--- config.mk ---
export PLATFORM = sky130hd
export DESIGN_NAME = seg_scan
export DESIGN_NICKNAME = d
export VERILOG_FILES = /design/src/rtl/seg_scan.sv
export SDC_FILE = /design/constraint.sdc
export NUM_CORES = 1
export LEC_CHECK = 0
export BUFFER_PORTS_ARGS = -buffer_cell sky130_fd_sc_hd__buf_4
export CAP_MARGIN = 25
export CORE_ASPECT_RATIO = 1.75
export CORE_MARGIN = 5
export CORE_UTILIZATION = 55
export CTS_CLUSTER_DIAMETER = 80
export DETAILED_ROUTE_END_ITERATION = 12
export PLACE_DENSITY = 0.79
export SYNTH_ARGS = -nofsm -noshare
export SYNTH_HDL_FRONTEND = slang
export SYNTH_SLANG_ARGS = --single-unit
--- constraint.sdc ---
create_clock -name CLK -period 2.93 [get_ports CLK]
set_clock_uncertainty 0.1 [all_clocks]
set_input_delay 0.879 -clock CLK [delete_from_list [all_inputs] [get_ports CLK]]
set_output_delay 0.879 -clock CLK [all_outputs]
set_load 0.03 [all_outputs]
--- src/rtl/seg_scan.sv ---
// seg_scan: time-multiplexed scan controller for an 8-digit common-anode
// seven-segment display. It steps the digit select S through 0..7 and
// decodes the returned digit value into active-low segments. Every digit
// change has a one-cycle anode-off gap so the multiplexer can settle.
module seg_scan #(
  parameter int DIV = 50000
) (
  input  logic       CLK,
  input  logic       RST,
  input  logic       EN,
  input  logic [7:0] BLANK,
  input  logic [3:0] Y,
  input  logic       DP,
  output logic [2:0] S,
  output logic [6:0] SEG,
  output logic       DP_O,
  output logic [7:0] AN
);

  localparam int PW = $clog2(DIV + 1);
  localparam logic [PW-1:0] LAST = PW'(DIV - 1);

  typedef enum logic {
    BLNK = 1'b0,
    SHOW = 1'b1
  } state_t;

  state_t          state_r;
  state_t          state_s;
  logic [PW-1:0]   presc_r;
  logic [PW-1:0]   presc_s;
  logic [2:0]      sel_s;
  logic [6:0]      seg_s;
  logic            dp_s;
  logic [7:0]      an_s;

  // Hex digit to active-low segment pattern, bit 6 = a ... bit 0 = g.
  function automatic logic [6:0] decode(input logic [3:0] v);
    logic [6:0] p;
    case (v)
      4'h0:    p = 7'b0000001;
      4'h1:    p = 7'b1001111;
      4'h2:    p = 7'b0010010;
      4'h3:    p = 7'b0000110;
      4'h4:    p = 7'b1001100;
      4'h5:    p = 7'b0100100;
      4'h6:    p = 7'b0100000;
      4'h7:    p = 7'b0001111;
      4'h8:    p = 7'b0000000;
      4'h9:    p = 7'b0000100;
      4'hA:    p = 7'b0001000;
      4'hB:    p = 7'b1100000;
      4'hC:    p = 7'b0110001;
      4'hD:    p = 7'b1000010;
      4'hE:    p = 7'b0110000;
      4'hF:    p = 7'b0111000;
      default: p = 7'b1111111;
    endcase
    return p;
  endfunction

  // Active-low anode pattern for one digit, or all off when it is masked.
  function automatic logic [7:0] anode(input logic [2:0] idx, input logic masked);
    logic [7:0] a;
    if (masked) begin
      a = 8'hFF;
    end else begin
      a = ~(8'h01 << idx);
    end
    return a;
  endfunction

  // Next-state and next-output logic; EN low keeps everything as it is.
  always_comb begin
    state_s = state_r;
    presc_s = presc_r;
    sel_s   = S;
    seg_s   = SEG;
    dp_s    = DP_O;
    an_s    = AN;
    if (EN) begin
      case (state_r)
        BLNK: begin
          // Multiplexer has settled on S: latch its digit and light it.
          seg_s   = decode(Y);
          dp_s    = DP;
          an_s    = anode(S, BLANK[S]);
          presc_s = {PW{1'b0}};
          state_s = SHOW;
        end
        SHOW: begin
          if (presc_r == LAST) begin
            // Advance to the next digit with anodes dark for one cycle.
            sel_s   = 3'(S + 3'd1);
            an_s    = 8'hFF;
            presc_s = {PW{1'b0}};
            state_s = BLNK;
          end else begin
            presc_s = PW'(presc_r + {{(PW-1){1'b0}}, 1'b1});
          end
        end
        default: begin
          an_s    = 8'hFF;
          presc_s = {PW{1'b0}};
          state_s = BLNK;
        end
      endcase
    end else begin
      state_s = state_r;
    end
  end

  // State and output registers with synchronous reset.
  always_ff @(posedge CLK) begin
    if (RST) begin
      state_r <= BLNK;
      presc_r <= {PW{1'b0}};
      S       <= 3'd0;
      SEG     <= 7'h7F;
      DP_O    <= 1'b1;
      AN      <= 8'hFF;
    end else begin
      state_r <= state_s;
      presc_r <= presc_s;
      S       <= sel_s;
      SEG     <= seg_s;
      DP_O    <= dp_s;
      AN      <= an_s;
    end
  end

endmodule

==> impl_metrics.csv <==
group,metric,value,unit
run_status,run_status,"completed",
global_routing,grt_overflow_total,0,
sta,layout_setup_ws,579,ps
min_path,worst_hold_endpoint,"SEG[4]",
global_routing,number_of_antenna_violations_at_the_first_check_in_global_routing,0,
pwr,comb_power_share,13.2,%
detailed_routing,firstDrtPassIters,4,
sta,timing_worst_slew_pin_value,606,ps
global_routing,groute.layer.met3.usage,4.67,%
floorplan,floorplan.die_area,4910,um2
min_path,hold_path_class,"reg -> reg",
setup_path,crit_path_cell_chain,"buf_4 -> nand4_1 -> or4_1 -> or3_2 -> a21oi_1",
synthesis,synth_enable_flop_cells,0,
synthesis,synth_sequential_area_ratio,36.8,%
global_routing,grt.met1_usage,21.7,%
sta,timing.final.crit_share,80.2,%
clock_tree,cts.root.buffer_cell,"sky130_fd_sc_hd__clkbuf_8",
setup_path,timing.critical_path.slowest_stage_cell,"sky130_fd_sc_hd__or4_1",
sta,layout_min_cycle_time,2350,ps
clock_tree,cts.sinks,36,
placement,place_ws,305,ps
pwr,sequential_share_of_power,49.8,%
pwr,sw_frac_of_total,25.1,%
setup_path,reg_to_reg_startpoint,"presc_r[11]",
finish,nNetsFinal,282,
clock_tree,worst_setup_hold_path_clk_slew,70,ps
pwr,cellPowerDensity,438,nW/um2
finish,diodes,0,
setup_path,crit_family,"simple AND/OR/NAND/NOR gates",
synthesis,synth_top_cell_by_area,"sky130_fd_sc_hd__dfxtp_1",
sta,report.final.hold_viol_count,0,
floorplan,area_of_the_placeable_core,3400,um2
floorplan,die-height,89.0,um
synthesis,synth.avg_cell_area,8.83,um2
finish,multi_input_area,1140,um2
finish,layout-area-overhead-vs-synth,19.3,%
detailed_routing,routedWlPerCell,15.1,um
placement,buffer_ports.inserted,34,
detailed_routing,starting_drc_count_in_detailed_routing,42,
setup_path,critPathCaptureType,"flop",
synthesis,netlist_instances,222,
pwr,pwr-share-clk,37.0,%
sta,rsz0062_at_grt,"false",
detailed_routing,route.antenna.remaining_nets,0,
synthesis,yosys_register_bits,36,
clock_tree,numCtsBuffers,5,
sta,slew_headroom,58.5,%
setup_path,worstPathArrival,2470,ps
finish,post_route_cells_drive_above_1_share,20.9,%
placement,gp_routability_congestion,0.772,
pwr,cell_internal_power_dissipation,768,uW
job,max_cap_viol_count,0,
clock_tree,max-clock-path-buffers,2,
setup_path,category_of_the_worst_setup_path_launch_point,"input pin",
detailed_routing,drt_wl_total,4.51,mm
finish,final_common_cell,"sky130_fd_sc_hd__buf_4",
min_path,min_delay_path_depth,1,
setup_path,worstPathBufferInverterCount,1,
finish,final_cell_mix,"37 x sky130_fd_sc_hd__buf_4, 36 x sky130_fd_sc_hd__dfxtp_1, 17 x sky130_fd_sc_hd__nand2_1",
floorplan,chipWidth,55.1,um
sta,setup-tns-final,0,ps
clock_tree,postCtsSetupBuffers,0,
min_path,holdCritStartpoint,"SEG[4]",
global_routing,globalRouteMet2Util,37.3,%
global_routing,pin_count_of_the_biggest_net_entering_global_routing,22,
clock_tree,cts-hold-fix-buffers,0,
synthesis,synthesis.nets,251,
sta,setup-violations-final,0,
floorplan,initial_core_util,57.7,%
setup_path,r2r_cells,4,
synthesis,async_flop_share,0,%
synthesis,synthDistinctLibCells,44,
clock_tree,ctsHtreeMaxLevel,2,
global_routing,global_route.peak_usage_layer,"met2",
synthesis,synth.cell_area,1960,um2
global_routing,globalRouteTotalUtil,21.4,%
setup_path,reg2reg_to,"S[2]",
global_routing,first_pass_grt_wire_length,7.67,mm
detailed_routing,vias,1783,
finish,fill_cells,305,
floorplan,num_rows,28,
pwr,peakVddDrop,492,uV
floorplan,num_io_pins,35,
pwr,power.net_switching,257,uW
placement,dp_hpwl,3.38,mm
clock_tree,cts_tree,"done",
synthesis,warnings_from_yosys,0,
synthesis,synthDominantCellAreaShare,36.8,%
setup_path,r2r_slack,650,ps
detailed_routing,vias_per_cell,5.98,
setup_path,path_class,"in -> reg",
clock_tree,cts_resized,0,
synthesis,ys_top_cells_by_area,"sky130_fd_sc_hd__dfxtp_1 37%, sky130_fd_sc_hd__ha_1 8.3%, sky130_fd_sc_hd__mux4_2 3.4%",
setup_path,critPathMaxFanout,16,
setup_path,cp_slowest_stage_delay,660,ps
global_routing,grt_pass1_vias,1769,
pwr,power.static_leakage,0.871,nW
synthesis,postSynth.topFlopCell,"sky130_fd_sc_hd__dfxtp_1",
sta,timing_max_transition_violations_final,0,
detailed_routing,drcViolationCount,0,
sta,maxClockFrequency,0.425,GHz
finish,ff_latch_area,721,um2
setup_path,worstPathRequired,3050,ps
clock_tree,clk-insertion-delay-late,290,ps
[how the worst max path moves through the flow]
stage	end	start	slack (ps)	depth (start not counted)
final	presc_r[11]	EN	580	5
after global routing	presc_r[11]	EN	480	5
after CTS	presc_r[11]	EN	600	5
after detailed placement	presc_r[11]	EN	300	5
after global placement	presc_r[11]	EN	340	5
after floorplan	presc_r[11]	EN	590	5
[cells in the mapped netlist (6+ instances only)]
library cell	count
sky130_fd_sc_hd__a211oi_1	6
sky130_fd_sc_hd__a21oi_1	13
sky130_fd_sc_hd__a31oi_1	8
sky130_fd_sc_hd__clkbuf_1	9
sky130_fd_sc_hd__dfxtp_1	36
sky130_fd_sc_hd__ha_1	13
sky130_fd_sc_hd__inv_1	10
sky130_fd_sc_hd__nand2_1	17
sky130_fd_sc_hd__nand3_1	9
sky130_fd_sc_hd__nor2_1	15
sky130_fd_sc_hd__o21ai_0	7
sky130_fd_sc_hd__or3_1	7
[power groups by stage]
stage	sequential (mW)	clock [mW]	combinational [mW]
finish	0.510	0.379	0.135
detailed placement	0.521	0	0.136
global route	0.512	0.413	0.148
CTS	0.510	0.385	0.136
global placement	0.521	0	0.133
floorplan	0.537	0	0.0676
[cells by family (layout without fill, tap and decap cells)]
family	after synthesis	in the layout	share of synthesized area, %
mux	11	11	7.72
xor+xnor	6	6	2.68
buf+inv	25	56	4.98
flops	36	36	36.8
compound gates	52	52	17.6
fa+ha+maj	13	13	8.30
simple gates	79	79	22.0
[sequential cells by signal (all words and copies together) (netlist names)]
register / flops
presc_r: 16
AN: 8
SEG: 7
S: 3
DP_O: 1
state_r: 1
[worst reg2reg max path, stage by stage (launching register included)]
cell and delay (ps):
sky130_fd_sc_hd__dfxtp_1 360, sky130_fd_sc_hd__or4b_4 560, sky130_fd_sc_hd__or4_1 670, sky130_fd_sc_hd__or3_1 400, sky130_fd_sc_hd__a21oi_1 140
[through the flow]
step	cells	util (%)	hold slack [ps]	power (mW)	cell area (um2)
floorplan	222	-	358	0.605	1960
global placement	291	66.0	356	0.654	2240
detailed placement	291	66.0	354	0.657	2240
CTS	298	68.8	380	1.03	2340
global route	298	68.8	410	1.07	2340
finish	298	68.8	381	1.02	2340
[metal layers]
| layer | share of wire, % | wire length [um] | vias up |
|---|---|---|---|
| met4 | 3.9 | 175 | 0 |
| met1 | 38 | 1720 | 838 |
| li1 | - | - | 876 |
| met2 | 54 | 2420 | 53 |
| met5 | 0 | 0 | - |
| met3 | 4.3 | 193 | 16 |
[layout make-up]
class	count	share of cell area (%)
clock buffer	7	4.12
timing repair buffer	37	11.9
tap	45	2.41
sequential	36	30.8
multi-input combinational	161	48.8
inverter	12	1.93
Note: power is estimated with default switching activity, not from simulation.
